$ cat config.mk
export PLATFORM = sky130hd
export DESIGN_NAME = mmu_seg
export DESIGN_NICKNAME = d
export VERILOG_FILES = /design/src/rtl/mmu_seg.sv
export SDC_FILE = /design/constraint.sdc
export NUM_CORES = 1
export LEC_CHECK = 0
export ABC_AREA = 1
export BUFFER_PORTS_ARGS = -buffer_cell sky130_fd_sc_hd__buf_2
export CAP_MARGIN = 0
export CORE_UTILIZATION = 45
export CTS_BUF_LIST = sky130_fd_sc_hd__clkbuf_8
export DETAILED_ROUTE_END_ITERATION = 10
export PLACE_DENSITY = 0.74
export SLEW_MARGIN = 25
export SYNTH_ARGS = -nofsm -noshare
export SYNTH_HDL_FRONTEND = slang
export SYNTH_SLANG_ARGS = --single-unit
$ cat constraint.sdc
create_clock -name clk -period 2.75 [get_ports clk]
set_input_delay 0.275 -clock clk [delete_from_list [all_inputs] [get_ports clk]]
set_output_delay 0.275 -clock clk [all_outputs]
set_load 0.02 [all_outputs]
$ cat src/rtl/mmu_seg.sv
// Segmented base/bound address translator with a one-stage registered valid/ready pipeline and fault counter.
// Define MMU_PERM_EN to add per-segment store permission (i_write, i_cfg_wr_ok).
module mmu_seg #(
  parameter int ADDR_WIDTH = 32,
  parameter int NUM_SEGS   = 4,
  parameter int SEG_W      = $clog2(NUM_SEGS),
  parameter int CNT_WIDTH  = 16
) (
  input  logic                  clk,
  input  logic                  rst_n,
  input  logic                  i_cfg_we,
  input  logic [SEG_W-1:0]      i_cfg_seg,
  input  logic [ADDR_WIDTH-1:0] i_cfg_base,
  input  logic [ADDR_WIDTH-1:0] i_cfg_bound,
  input  logic                  i_cfg_en,
`ifdef MMU_PERM_EN
  input  logic                  i_cfg_wr_ok,
  input  logic                  i_write,
`endif
  input  logic                  i_valid,
  output logic                  o_ready,
  input  logic [ADDR_WIDTH-1:0] i_virtual_addr,
  output logic                  o_valid,
  input  logic                  i_ready,
  output logic [ADDR_WIDTH-1:0] o_physical_addr,
  output logic                  o_error,
  output logic [1:0]            o_err_code,
  output logic [CNT_WIDTH-1:0]  o_fault_count,
  input  logic                  i_fault_clr
);

  localparam int OFF_W = ADDR_WIDTH - SEG_W;

  logic [ADDR_WIDTH-1:0] seg_base  [NUM_SEGS];
  logic [ADDR_WIDTH-1:0] seg_bound [NUM_SEGS];
  logic [NUM_SEGS-1:0]   seg_en;
`ifdef MMU_PERM_EN
  logic [NUM_SEGS-1:0]   seg_wr_ok;
`endif

  logic [SEG_W-1:0]      req_seg;
  logic [ADDR_WIDTH-1:0] req_off;
  logic [ADDR_WIDTH:0]   req_sum;
  logic [1:0]            req_code;
  logic                  accept;
  logic                  done;

  assign req_seg = i_virtual_addr[ADDR_WIDTH-1 -: SEG_W];
  assign req_off = {{SEG_W{1'b0}}, i_virtual_addr[OFF_W-1:0]};
  assign req_sum = {1'b0, seg_base[req_seg]} + {1'b0, req_off};

  // Check order gives disabled > bound > overflow/permission.
  always_comb begin
    req_code = 2'd0;
    if (!seg_en[req_seg])
      req_code = 2'd1;
    else if (req_off >= seg_bound[req_seg])
      req_code = 2'd2;
    else if (req_sum[ADDR_WIDTH])
      req_code = 2'd3;
`ifdef MMU_PERM_EN
    else if (i_write && !seg_wr_ok[req_seg])
      req_code = 2'd3;
`endif
  end

  assign o_ready = !o_valid || i_ready;
  assign accept  = i_valid && o_ready;
  assign done    = o_valid && i_ready;

  always_ff @(posedge clk) begin
    if (!rst_n) begin
      for (int s = 0; s < NUM_SEGS; s++) begin
        seg_base[s]  <= '0;
        seg_bound[s] <= '0;
      end
      seg_en          <= '0;
`ifdef MMU_PERM_EN
      seg_wr_ok       <= '0;
`endif
      o_valid         <= 1'b0;
      o_physical_addr <= '0;
      o_error         <= 1'b0;
      o_err_code      <= 2'd0;
      o_fault_count   <= '0;
    end else begin
      // Table write lands at this edge; a same-cycle request already saw the old entry.
      if (i_cfg_we) begin
        seg_base[i_cfg_seg]  <= i_cfg_base;
        seg_bound[i_cfg_seg] <= i_cfg_bound;
        seg_en[i_cfg_seg]    <= i_cfg_en;
`ifdef MMU_PERM_EN
        seg_wr_ok[i_cfg_seg] <= i_cfg_wr_ok;
`endif
      end

      if (accept) begin
        o_valid         <= 1'b1;
        o_physical_addr <= req_sum[ADDR_WIDTH-1:0];
        o_error         <= (req_code != 2'd0);
        o_err_code      <= req_code;
      end else if (i_ready) begin
        o_valid <= 1'b0;
      end

      if (i_fault_clr)
        o_fault_count <= '0;
      else if (done && o_error && !(&o_fault_count))
        o_fault_count <= o_fault_count + {{(CNT_WIDTH-1){1'b0}}, 1'b1};
    end
  end

endmodule

# --- Word level (Yosys, flattened, before mapping) ---
# Memory sizes are Yosys's and may differ from the RTL's.
# Index checks and enable logic that the tools add are counted.
classes:
  order_cmp: 4
  reduce_logical: 14
  n_bitwise: 1
  n_mux: 20
  add_sub_neg: 2
op_table:
  columns: ["operator", "n"]
  rows:
  - ["$mux 32", 2]
  - ["$reduce_or 32->1", 2]
  - ["$add 32x30->33", 1]
  - ["$ge 30x32->1", 1]
  - ["$add 16x1->16 const B", 1]
  - ["$reduce_and 16->1", 1]
  - ["$mux 1", 10]
  - ["$mux 2", 5]
  - ["$lt 2x3->1 const B", 2]
  - ["$logic_and 1x1->1", 5]
  - ["$bwmux 4", 1]
  - ["$reduce_bool 2->1", 2]
  - ["$bmux 1 s2", 1]
  - ["$demux 1 s2", 1]
  - ["$ge 2x1->1 const B", 1]
  - ["$logic_not 1->1", 2]
  - ["$reduce_or 2->1", 1]
  - ["$logic_or 1x1->1", 1]
  - ["$not 1->1", 1]
word_totals:
  n_memories: 2
  elab_cells: 49
  mem_bits_rw: 256
  ff_bits: 56
  out_inout_bits: 53
  in_bits: 105
memory_table:
  columns: ["memory", "depth", "width", "rd", "rd_ports_with_merged_regs", "write_ports", "line", "source"]
  rows:
  - ["seg_base", 4, 32, 1, 0, 4, "34", "logic [ADDR_WIDTH-1:0] seg_base [NUM_SEGS];"]
  - ["seg_bound", 4, 32, 1, 0, 4, "35", "logic [ADDR_WIDTH-1:0] seg_bound [NUM_SEGS];"]

# --- Depth between registers and ports, before layout ---
# Gate-level depths: netlist of the first run.
# An unclocked memory read counts as a cell.
logic_depth:
  word_depth: 6
  depth_mapped: 21
  depth_no_buf: 18

# --- Worst setup path after synthesis of the first run ---
# No wires, ideal clock.
synth_path:
  path_kind: "input to register"
  startpoint: "input port rst_n"
  endpoint: "memory seg_base[0][0], enable pin"
  setup_ps: 424
  n_path_buf: 1
  arrival_ps: 2121
  path_slack_ps: 205
  stages: 5
  required_time_ps: 2326
  path_cell_list: "nand2_1 > inv_1 > clkbuf_1 > nand3_1 > nand2_1"
synth_lines:
  columns: ["element", "line", "source"]
  rows:
  - ["start: declaration", "10", "input logic rst_n,"]
  - ["end: declaration", "34", null]

# --- Final worst setup path of the first run ---
layout_path:
  startpoint: "memory seg_base[2][13]"
  endpoint: "register o_physical_addr[30]"
layout_via:
  elab_chain_len: 2
layout_rtl:
  columns: ["element", "line", "source"]
  rows:
  - ["$mem_v2 4x32", null, null]
  - ["$add 32x30->33", "50", "assign req_sum = {1'b0, seg_base[req_seg]} + {1'b0, req_off};"]
  - ["end signal: assignment", "99", "o_physical_addr <= req_sum[ADDR_WIDTH-1:0];"]
  - ["end: declaration", "25", "output logic [ADDR_WIDTH-1:0] o_physical_addr,"]
# Every way passes these cells.
# A chain may end at the register's enable or synchronous reset.

==> results of run 1 <==
## final cells by class
| type | count | area share [%] |
|---|---|---|
| sequential | 312 | 45.6 |
| multi-input combinational | 1223 | 31.8 |
| timing repair buffer | 295 | 10.9 |
| clock buffer | 56 | 3.99 |
| inverter | 174 | 3.38 |
| tap | 455 | 2.94 |
| clock inverter | 41 | 1.38 |
| antenna | 1 | 0.0129 |
## repair_timing
action,4_1_cts,5_1_grt
setup buffers,0,0
hold buffers,33,0
endpoints found under the hold margin,41,0
## worst max path at each step
stage | slack (ns) | cells past startpoint | end
floorplan | 0.20 | 5 | seg_base[0][0]
global placement | -0.09 | 14 | o_physical_addr[28]
detailed placement | -0.14 | 14 | o_physical_addr[28]
CTS | 0.23 | 14 | o_physical_addr[30]
global route | 0.04 | 13 | o_physical_addr[31]
finish | 0.28 | 14 | o_physical_addr[30]
## synthesized netlist by cell type, types with 14 or more instances
library cell	n
o21ai_0	106
xor2_1	14
nand2_2	15
a21oi_1	91
inv_1	166
edfxtp_1	256
clkbuf_1	53
ha_1	61
nor2_1	380
a32o_1	29
nand2_1	355
o22ai_1	32
dfxtp_1	56
nand3_1	51
## flip-flops by register name, indices dropped and copies added, names as in the netlist
| register | flops |
|---|---|
| o_valid | 1 |
| seg_bound | 128 |
| seg_en | 4 |
| o_err_code | 2 |
| o_fault_count | 16 |
| seg_base | 128 |
| o_error | 1 |
| o_physical_addr | 32 |
## logic make-up after synthesis
group	share of synthesized area (%)
AND/OR/NAND/NOR	21.5
AO/OA/AOI/OAI	11.0
flip-flops	55.3
adder cells (fa/ha/maj)	4.92
buffers and inverters	6.13
XOR/XNOR	1.15
## power groups by stage
stage	clock network, mW	logic, mW	registers [mW]
after global placement	0	2.19	5.69
final	4.10	2.28	5.60
after global routing	4.37	2.52	5.63
after floorplan	0	1.24	5.74
after CTS	4.17	2.27	5.60
after detailed placement	0	2.23	5.70
## tightest hold or removal path, cell delays in order
cell     delay [ns]
buf_2          0.09
nand2_1        0.10
inv_1          0.07
## metal layers
metal  routed length, microns  share of wire, %
met4                     1570               3.5
met2                    20200                46
met1                    19000                43
met3                     3490               7.9
met5                       10             0.023
==> metrics.md, run 1 <==
| Metric | Value |
|---|---|
| Status | `complete, no violations` |
| Overflow after GRT | `0` |
| Worst Setup SP | `seg_base[2][13]` |
| Drt wl/cell | `approximately 17 microns` |
| Clk Latency, worst-skew pair | `just over 0.6 ns` |
| Residual DRC | `0` |
| Crit Path Max Fanout | `4` |
| Worst Hold End | `seg_bound[3][9]` |
| Cell taking the most area after synthesis | `edfxtp_1` |
| Main flop type after synthesis | `edfxtp_1` |
| DR vias/cell | `between 5 and 6` |
| Setup crit end kind | `flop` |
| #FFs+latches synth | `312` |
| Vias in the first global route | `roughly 13000` |
| Worst Reg2Reg Path Length in Cells | `14` |
| Pin count of the biggest net entering global routing | `65` |
| Dpl cell area | `around 0.018 sq mm` |
| FF-to-FF End | `o_physical_addr[30]` |
| DP HPWL | `31100 microns` |
| Post-synth top area share | `48.3%` |
| Slew margin rel. | `around half` |
| Num CTS Buffers | `between 50 and 60` |
| Met3 Usage GRT | `around 3.7%` |
| Setup-failing EPs final | `0` |
| Fin. max-slew vios | `0` |
| Cell Pwr Density | `620 mW/mm^2` |
| Part of the power in registers | `between 40% and 50%` |
| Register area | `~0.0088 sq mm` |
| Worst Tran Pin Value | `about 0.75 ns` |
| Total of max-cap violations | `0` |
| Core area | `approximately 0.035 sq mm` |
| Hold Path Class | `in -> reg` |
| Leak pwr | `~8.6 nW` |
| R2r setup slk | `0.28 ns` |
| PostCTS Resize Cnt | `0` |
| Net Sw Power | `about 3.4 mW` |
| Asr flop ratio synth | `0%` |
| Tot Pwr | `approximately 12 mW` |
| Met2 Use GR | `between 40% and 50%` |
| Initial DRC Count | `roughly 1000` |
| Net Sw Frac | `28.7%` |
| Synthesis-to-finish area growth | `21.4%` |
| Dpl ws | `-0.136 ns` |
| First-pass GRT wire length | `about 70000 microns` |
| Final worst path period need | `~2.5 ns` |
| Sequential fraction of the synthesis area | `a little under three fifths` |
| Busiest grt layer | `met2` |
| Post-synthesis cell count | `roughly 1800` |
| Fin. Hold Viols | `0` |
| Syn Area/Cell | `8.91 sq um` |
| Util after Layout | `a little under three fifths` |
| Final #Nets | `2226` |
| Number of core rows | `68` |
| Setup crit start kind | `flop` |
| Hold path depth | `3` |
| Hold Startpoint | `i_cfg_bound[9]` |
| Die width | `around 190 microns` |
| Post-layout instance area | `between 0.015 and 0.02 sq mm` |
| WP data arrival | `around 3.0 ns` |
| Multi-input gate area | `roughly 0.0062 sq mm` |
| Final ANT Viol Nets | `0` |
| RSZ-0062 raised after global routing | `false` |
| Worst R2R Start | `seg_base[2][13]` |
| Commonest non-fill, non-tap cell in the layout | `nor2_1` |
| Commonest non-fill, non-tap cells in the layout | `380 x nor2_1, 350 x nand2_1, 256 x edfxtp_1` |
| CP cell instances | `o21ai_0, o22ai_1, buf_4, ha_1, nand2_1, buf_4, nor2_1, nand3_1, nand2_1, nand4_1, nand3_1, nand3_1, nand2_1, inv_1` |
| Post-Syn Area | `between 0.015 and 0.02 sq mm` |
| WL final | `about 44000 microns` |
| Htree depth | `2` |
| Max VDD drop | `approximately 0.32 mV` |
| Int Power | `between 8 and 9 mW` |
| Critical path type | `reg -> reg` |
| Final WS setup | `approximately 0.28 ns` |
| Fillcell total | `just over 3000` |
| GRT met1 Usage | `33.0%` |
| Chip height | `approximately 190 microns` |
| Ports | `158` |
| Warnings from Yosys | `0` |
| CTS Buffer Depth | `3` |
| Worst path max stage delay | `0.37 ns` |
| Final period utilization | `between 80% and 90%` |
| WHS | `roughly 0.024 ns` |
| Slowest-stage cell, CP | `ha_1` |
| Global Route Usage Sum | `24.7%` |
| Power share of the clock group | `34.2%` |
| Pre-antenna DRT Iters | `6` |
| Initial Util | `roughly 46%` |
| Cell variety after synth | `48` |
| Syn_nets | `between 1500 and 2000` |
| Highest clock rate | `between 0.4 and 0.5 GHz` |
| Clk sinks | `between 300 and 400` |
| Final Skew | `0.0373 ns` |
| DIE AREA | `~0.036 sq mm` |
| Critical Path RT | `3.24 ns` |
| Buf/Inv on CP | `3` |
| Kind of cell adding the most delay to the critical path | `simple AND/OR/NAND/NOR gates` |
| Finished Layout Cells | `about 2600` |
| Inst Count DP | `2426` |
| Setup_tns | `0 ns` |
| Port Buffer Count | `~160` |
| Layout cells sized above 1 | `between 10% and 20%` |
| Placer Congestion | `0.952` |
| Vias | `approximately 14000` |
| Post-synth EDFFs | `~260` |
| Clk slew on worst S/H paths | `~0.060 ns` |
| Top post-synthesis cells by area | `edfxtp_1 48%, nor2_1 9.0%, nand2_1 8.4%` |
| Gate power share | `between 10% and 20%` |
| Root Driver | `clkbuf_8` |
| Initial antenna violation count | `2` |
| CTS tree | `built` |
(Power assumes the default switching activity.)
==> run 2: changes to the inputs <==
--- a/config.mk
+++ b/config.mk
@@ -6,12 +6,12 @@
 export NUM_CORES = 1
 export LEC_CHECK = 0
 export ABC_AREA = 1
-export BUFFER_PORTS_ARGS = -buffer_cell sky130_fd_sc_hd__buf_2
 export CAP_MARGIN = 0
 export CORE_UTILIZATION = 45
 export CTS_BUF_LIST = sky130_fd_sc_hd__clkbuf_8
 export DETAILED_ROUTE_END_ITERATION = 10
-export PLACE_DENSITY = 0.74
+export DONT_BUFFER_PORTS = 1
+export PLACE_DENSITY = 0.71
 export SLEW_MARGIN = 25
 export SYNTH_ARGS = -nofsm -noshare
 export SYNTH_HDL_FRONTEND = slang
==> constraint.sdc (replaced) <==
create_clock -name clk -period 2.75 [get_ports clk]
set_input_delay 0.55 -clock clk [delete_from_list [all_inputs] [get_ports clk]]
set_output_delay 0.55 -clock clk [all_outputs]
set_load 0.02 [all_outputs]
==> metrics.md, run 2 (synthesis results as in run 1) <==
| Metric | Value |
|---|---|
| Setup-failing EPs final | `0 (unchanged)` |
| Synthesis-to-finish area growth | `14.3%` |
| CTS Hold Bufs | `0 (-100%)` |
| R2r setup slk | `0.21 ns (-0.07 ns)` |
| Initial antenna violation count | `2 (unchanged)` |
| Initial DRC Count | `1010 (-3.1%)` |
| Clk sinks | `312 (unchanged)` |
| Final WS setup | `0.209 ns (-0.0718 ns)` |
| RSZ-0062 raised after global routing | `false` |
| Placer Congestion | `0.941 (-1.2%)` |
| Setup crit start kind | `flop` |
| Hold Path Class | `in -> reg` |
| Setup_tns | `0 ns (unchanged)` |
| Slowest-stage cell, CP | `edfxtp_1` |
| Final worst path period need | `2.54 ns (+0.0718 ns)` |
| Global Route Usage Sum | `24.8% (+0.18 points)` |
| Top Registers | `seg_base x128, seg_bound x128, o_physical_addr x32` |
| Layout cells sized above 1 | `12.6% (-5.8 points)` |
| Kind of cell adding the most delay to the critical path | `compound AO/OA/AOI/OAI gates` |
| Worst R2R Start | `seg_base[2][16]` |
| Worst path max stage delay | `0.36 ns (about the same)` |
| WL final | `44300 microns (+0.24%)` |
| Fillcell total | `3170 (+1.7%)` |
| Worst Reg2Reg Path Length in Cells | `13 (-1)` |
| Final Skew | `0.0123 ns (-0.0251 ns)` |
| Htree depth | `2 (unchanged)` |
| Clk slew on worst S/H paths | `0.07 ns (about the same)` |
| Crit Path Max Fanout | `3 (-1)` |
| CP cell instances | `o21ai_0, o22ai_1, ha_1, buf_4, a21oi_1, o21ai_0, a21oi_1, buf_4, nand3_1, nand2_1, nand3_1, o211ai_1, inv_1` |
| Hold Startpoint | `rst_n` |
| Fin. max-slew vios | `0 (unchanged)` |
| Ports | `158 (unchanged)` |
| Commonest non-fill, non-tap cell in the layout | `nor2_1` |
| Number of core rows | `68 (unchanged)` |
| Commonest non-fill, non-tap cells in the layout | `380 x nor2_1, 350 x nand2_1, 256 x edfxtp_1` |
| Leak pwr | `7.82 nW (-9.1%)` |
| Setup crit end kind | `flop` |
| Vias | `12800 (-5.8%)` |
| DR vias/cell | `5.38 (+1.2%)` |
| CTS Buffer Depth | `3 (unchanged)` |
| Cell Pwr Density | `632 mW/mm^2 (+1.9%)` |
| Critical Path RT | `3.23 ns (about the same)` |
| Buf/Inv on CP | `3 (unchanged)` |
| Num CTS Buffers | `51 (-3.8%)` |
| Total of max-cap violations | `0 (unchanged)` |
| Die width | `190 microns (unchanged)` |
| Worst Tran Pin Value | `0.666 ns (-0.0845 ns)` |
| Overflow after GRT | `0 (unchanged)` |
| Finished Layout Cells | `2380 (-6.9%)` |
| Dpl ws | `-0.268 ns (-0.132 ns)` |
| Clk Latency, worst-skew pair | `0.60 ns (about the same)` |
| Post-CTS Setup Bufs | `0 (unchanged)` |
| Root Driver | `clkbuf_8` |
| WHS | `0.0982 ns (+0.0746 ns)` |
| FF-to-FF End | `o_physical_addr[17]` |
| Initial Util | `45.9% (unchanged)` |
| Critical path type | `reg -> reg` |
| Pre-antenna DRT Iters | `5 (-1)` |
| WP data arrival | `3.02 ns (+0.06 ns)` |
| PostCTS Resize Cnt | `0 (unchanged)` |
| CTS tree | `built` |
| Vias in the first global route | `12600 (-3.3%)` |
| Final period utilization | `92.4% (+2.6 points)` |
| Pin count of the biggest net entering global routing | `129 (+98%)` |
| Final ANT Viol Nets | `0 (unchanged)` |
| Max VDD drop | `0.340 mV (+7.6%)` |
| Drt wl/cell | `18.6 microns (+7.7%)` |
| Status | `complete, no violations` |
| First-pass GRT wire length | `68900 microns (-0.28%)` |
| Port Buffer Count | `0 (-100%)` |
| Inst Count DP | `2286 (-5.8%)` |
| Chip height | `190 microns (unchanged)` |
| Residual DRC | `0 (unchanged)` |
| Highest clock rate | `0.394 GHz (-2.8%)` |
| Core area | `0.0347 sq mm (unchanged)` |
| Worst Hold End | `o_physical_addr[20]` |
| Fin. Hold Viols | `0 (unchanged)` |
| Slew margin rel. | `55.5% (+5.7 points)` |
| Final #Nets | `2051 (-7.9%)` |
| DP HPWL | `30500 microns (-1.7%)` |
| DIE AREA | `0.0361 sq mm (unchanged)` |
| Hold path depth | `2 (-1)` |
-- run 2: changes by cell type in the layout (fill, tap and decap cells not counted), sizes merged --
cell / delta
bufinv: -2
clkinv: -4
buf: -140
clkinvlp: -1
inv: +3
dlygate4sd3: -33
-- run 2: through the flow --
stage          util [%]  total power, mW  instance area, sq um
2_1_floorplan         -             6.99                 15900
5_1_grt            52.5             12.0                 18200
3_3_place_gp       49.7             7.72                 17300
3_5_place_dp       49.7             7.76                 17300
6_report           52.5             11.5                 18200
4_1_cts            52.5             11.6                 18200
-- run 2: report_power, final --
part	total (mW)	switching, mW	internal, mW
clock	3.83	1.87	1.97
combinational	1.99	1.20	0.793
sequential	5.68	0.198	5.48
total	11.5	3.27	8.24
-- run 2: per-layer routing --
layer,track usage (%),part of all wire [%],up-vias
li1,-,-,6205
met1,31.9,42,6037
met2,41.2,46,483
met3,6.46,9.1,71
met4,7.05,2.2,4
met5,0,0.056,-
-- run 2: final cells by class --
class	instances	area (sq um)	area share, %
diodes	1	2.50	0.0137
clock buffers	56	771	4.23
clock inverters	37	183	1.00
inverters	174	654	3.59
multi-input cells	1223	6160	33.8
flip-flops and latches	312	8810	48.4
well taps	455	569	3.13
repair buffers	122	1070	5.85
-- run 2: how the worst max path moves through the flow --
stage                        from                   to  slack (ns)  cells after the start
2_1_floorplan  i_virtual_addr[31]  o_physical_addr[30]        0.01                     19
3_3_place_gp   i_virtual_addr[30]  o_physical_addr[28]       -0.24                     17
3_5_place_dp   i_virtual_addr[30]  o_physical_addr[28]       -0.27                     17
4_1_cts           seg_base[2][16]  o_physical_addr[17]        0.26                     13
5_1_grt           seg_base[1][19]        o_err_code[1]        0.06                     16
6_report          seg_base[2][16]  o_physical_addr[17]        0.21                     13
-- run 2: worst register-to-register path, delay by kind of cell (launching register included) --
kind	cells	cell delay, ns
adder cells (fa/ha/maj)	1	0.32
flip-flops	1	0.36
AO/OA/AOI/OAI	6	1.09
AND/OR/NAND/NOR	3	0.26
buffers and inverters	3	0.39
==> run 3: changes to the inputs <==
--- a/config.mk
+++ b/config.mk
@@ -7,6 +7,7 @@
 export LEC_CHECK = 0
 export ABC_AREA = 1
 export CAP_MARGIN = 0
+export CORE_MARGIN = 5
 export CORE_UTILIZATION = 45
 export CTS_BUF_LIST = sky130_fd_sc_hd__clkbuf_8
 export DETAILED_ROUTE_END_ITERATION = 10
==> metrics.md, run 3 (synthesis results as in run 1) <==
| Metric | Value |
|---|---|
| Status | `complete, no violations` |
| PostCTS Resize Cnt | `0 (unchanged)` |
| Max VDD drop | `0.369 mV (+8.6%)` |
| Core area | `0.0352 sq mm (+1.5%)` |
| Setup_tns | `0 ns (unchanged)` |
| Worst Tran Pin Value | `0.514 ns (-0.152 ns)` |
| CTS Hold Bufs | `0 (unchanged)` |
| Commonest non-fill, non-tap cells in the layout | `380 x nor2_1, 350 x nand2_1, 256 x edfxtp_1` |
| Placer Congestion | `0.945 (+0.39%)` |
| Fin. Hold Viols | `0 (unchanged)` |
| Chip height | `198 microns (+4.2%)` |
| Setup crit end kind | `flop` |
| WP data arrival | `3.10 ns (+0.08 ns)` |
| Total of max-cap violations | `0 (unchanged)` |
| Fin. max-slew vios | `0 (unchanged)` |
| Setup-failing EPs final | `0 (unchanged)` |
| Final ANT Viol Nets | `0 (unchanged)` |
| Htree depth | `2 (unchanged)` |
| Gate power share | `16.9% (-0.4 points)` |
| DP HPWL | `30300 microns (-0.69%)` |
| Post-CTS Setup Bufs | `0 (unchanged)` |
| Root Driver | `clkbuf_8` |
| Part of the power in registers | `49.8% (+0.4 points)` |
| Clk sinks | `312 (unchanged)` |
| Hold Path Class | `in -> reg` |
| Initial antenna violation count | `3 (+1)` |
| Final worst path period need | `2.62 ns (+0.0822 ns)` |
| Cell Pwr Density | `632 mW/mm^2 (about the same)` |
| Multi-input gate area | `0.00616 sq mm (unchanged)` |
| CTS tree | `built` |
| Drt wl/cell | `18.8 microns (+1.2%)` |
| Overflow after GRT | `0 (unchanged)` |
| CTS Buffer Depth | `3 (unchanged)` |
| Final period utilization | `95.4% (+3.0 points)` |
| Critical path type | `in -> reg` |
| RSZ-0062 raised after global routing | `false` |
| Layout cells sized above 1 | `11.7% (-0.93 points)` |
| Buf/Inv on CP | `3 (unchanged)` |
| Final WS setup | `0.127 ns (-0.0822 ns)` |
| Highest clock rate | `0.381 GHz (-3.1%)` |
| Pin count of the biggest net entering global routing | `129 (unchanged)` |
| Int Power | `8.15 mW (-1.1%)` |
| Global Route Usage Sum | `22.4% (-2.5 points)` |
| Num CTS Buffers | `51 (unchanged)` |
| DR vias/cell | `5.37 (-0.16%)` |
| Slew margin rel. | `65.5% (+10 points)` |
| DIE AREA | `0.0393 sq mm (+8.6%)` |
| Clk Latency, worst-skew pair | `0.60 ns (about the same)` |
| Clk slew on worst S/H paths | `0.06 ns (about the same)` |
| Initial DRC Count | `963 (-4.7%)` |
| Most used cell, CP | `nor2_1` |
| Leak pwr | `7.70 nW (-1.5%)` |
| Die width | `198 microns (+4.2%)` |
| Slowest-stage cell, CP | `ha_1` |
| Setup crit start kind | `input pin` |
| Net Sw Frac | `28.6% (+0.19 points)` |
| Power share of the clock group | `33.3% (about the same)` |
| Crit Path Max Fanout | `128 (+125)` |
| Port Buffer Count | `0 (unchanged)` |
| Final #Nets | `2032 (-0.93%)` |
| Pre-antenna DRT Iters | `5 (unchanged)` |
| First-pass GRT wire length | `69000 microns (+0.11%)` |
| Synthesis-to-finish area growth | `13.5%` |
| Number of core rows | `69 (+1.5%)` |
| Dpl ws | `-0.194 ns (+0.0742 ns)` |
| Commonest non-fill, non-tap cell in the layout | `nor2_1` |
| Net Sw Power | `3.26 mW (-0.16%)` |
| Initial Util | `45.2% (-0.66 points)` |
| CP cell instances | `clkinv_2, buf_12, buf_4, o21ai_0, o22ai_1, ha_1, nand2_1, o21ai_0, a21oi_1, nor2_1, nor3_1, nand3_1, nand2_1, nor2_1, nor2_1` |
| Final Skew | `0.0334 ns (+0.0211 ns)` |
| Kind of cell adding the most delay to the critical path | `compound AO/OA/AOI/OAI gates` |
| Vias in the first global route | `12586 (-0.11%)` |
| Vias | `12715 (-0.66%)` |
| Ports | `158 (unchanged)` |
| Top Registers | `seg_base x128, seg_bound x128, o_physical_addr x32` |
| Residual DRC | `0 (unchanged)` |
| Fillcell total | `3254 (+2.6%)` |
| Register area | `0.00881 sq mm (unchanged)` |
| Worst path max stage delay | `0.39 ns (+0.03 ns)` |
| WL final | `44600 microns (+0.67%)` |
| Critical Path RT | `3.23 ns (about the same)` |
## run 3: final timing paths
check | from | to | slack, ns | cells after the start
hold / removal | rst_n | o_physical_addr[27] | 0.11 | 2
hold reg to reg | seg_en[3] | seg_en[3] | 0.46 | 2
setup reg to reg | seg_base[1][14] | o_physical_addr[27] | 0.39 | 12
setup / recovery | i_virtual_addr[30] | o_physical_addr[27] | 0.13 | 15
## run 3: final cells by class
class                           count  area share, %
Sequential cell                   312           48.7
Multi-Input combinational cell   1223           34.1
Timing Repair Buffer              103           5.11
Clock buffer                       51           3.88
Inverter                          174           3.62
Tap cell                          461           3.19
Clock inverter                     43           1.36
Antenna cell                        1         0.0138
## run 3: through the flow
| step | cell area, sq um | utilization [%] | hold WS [ns] | instances | power (mW) |
|---|---|---|---|---|---|
| 3_3_place_gp | 17100 | 48.6 | 0.435 | 2273 | 7.64 |
| 5_1_grt | 18100 | 51.3 | 0.103 | 2368 | 11.9 |
| 6_report | 18100 | 51.3 | 0.114 | 2368 | 11.4 |
| 3_5_place_dp | 17100 | 48.6 | 0.449 | 2273 | 7.69 |
| 4_1_cts | 18100 | 51.3 | 0.0793 | 2367 | 11.5 |
| 2_1_floorplan | 15900 | - | 0.423 | 1787 | 6.99 |
## run 3: power groups by stage
stage / combinational, mW / clock, mW / sequential [mW]
3_3_place_gp: 1.87 / 0 / 5.77
5_1_grt: 2.15 / 4.07 / 5.71
3_5_place_dp: 1.91 / 0 / 5.78
2_1_floorplan: 1.25 / 0 / 5.74
4_1_cts: 1.92 / 3.88 / 5.69
6_report: 1.92 / 3.80 / 5.68
## run 3: routing by layer
metal,vias up,global-route usage (%),part of all wire (%)
met4,4,7.06,2.9
met5,-,0,0.065
met2,500,36.4,46
met1,5959,28.6,41
met3,92,7.18,10
li1,6160,-,-
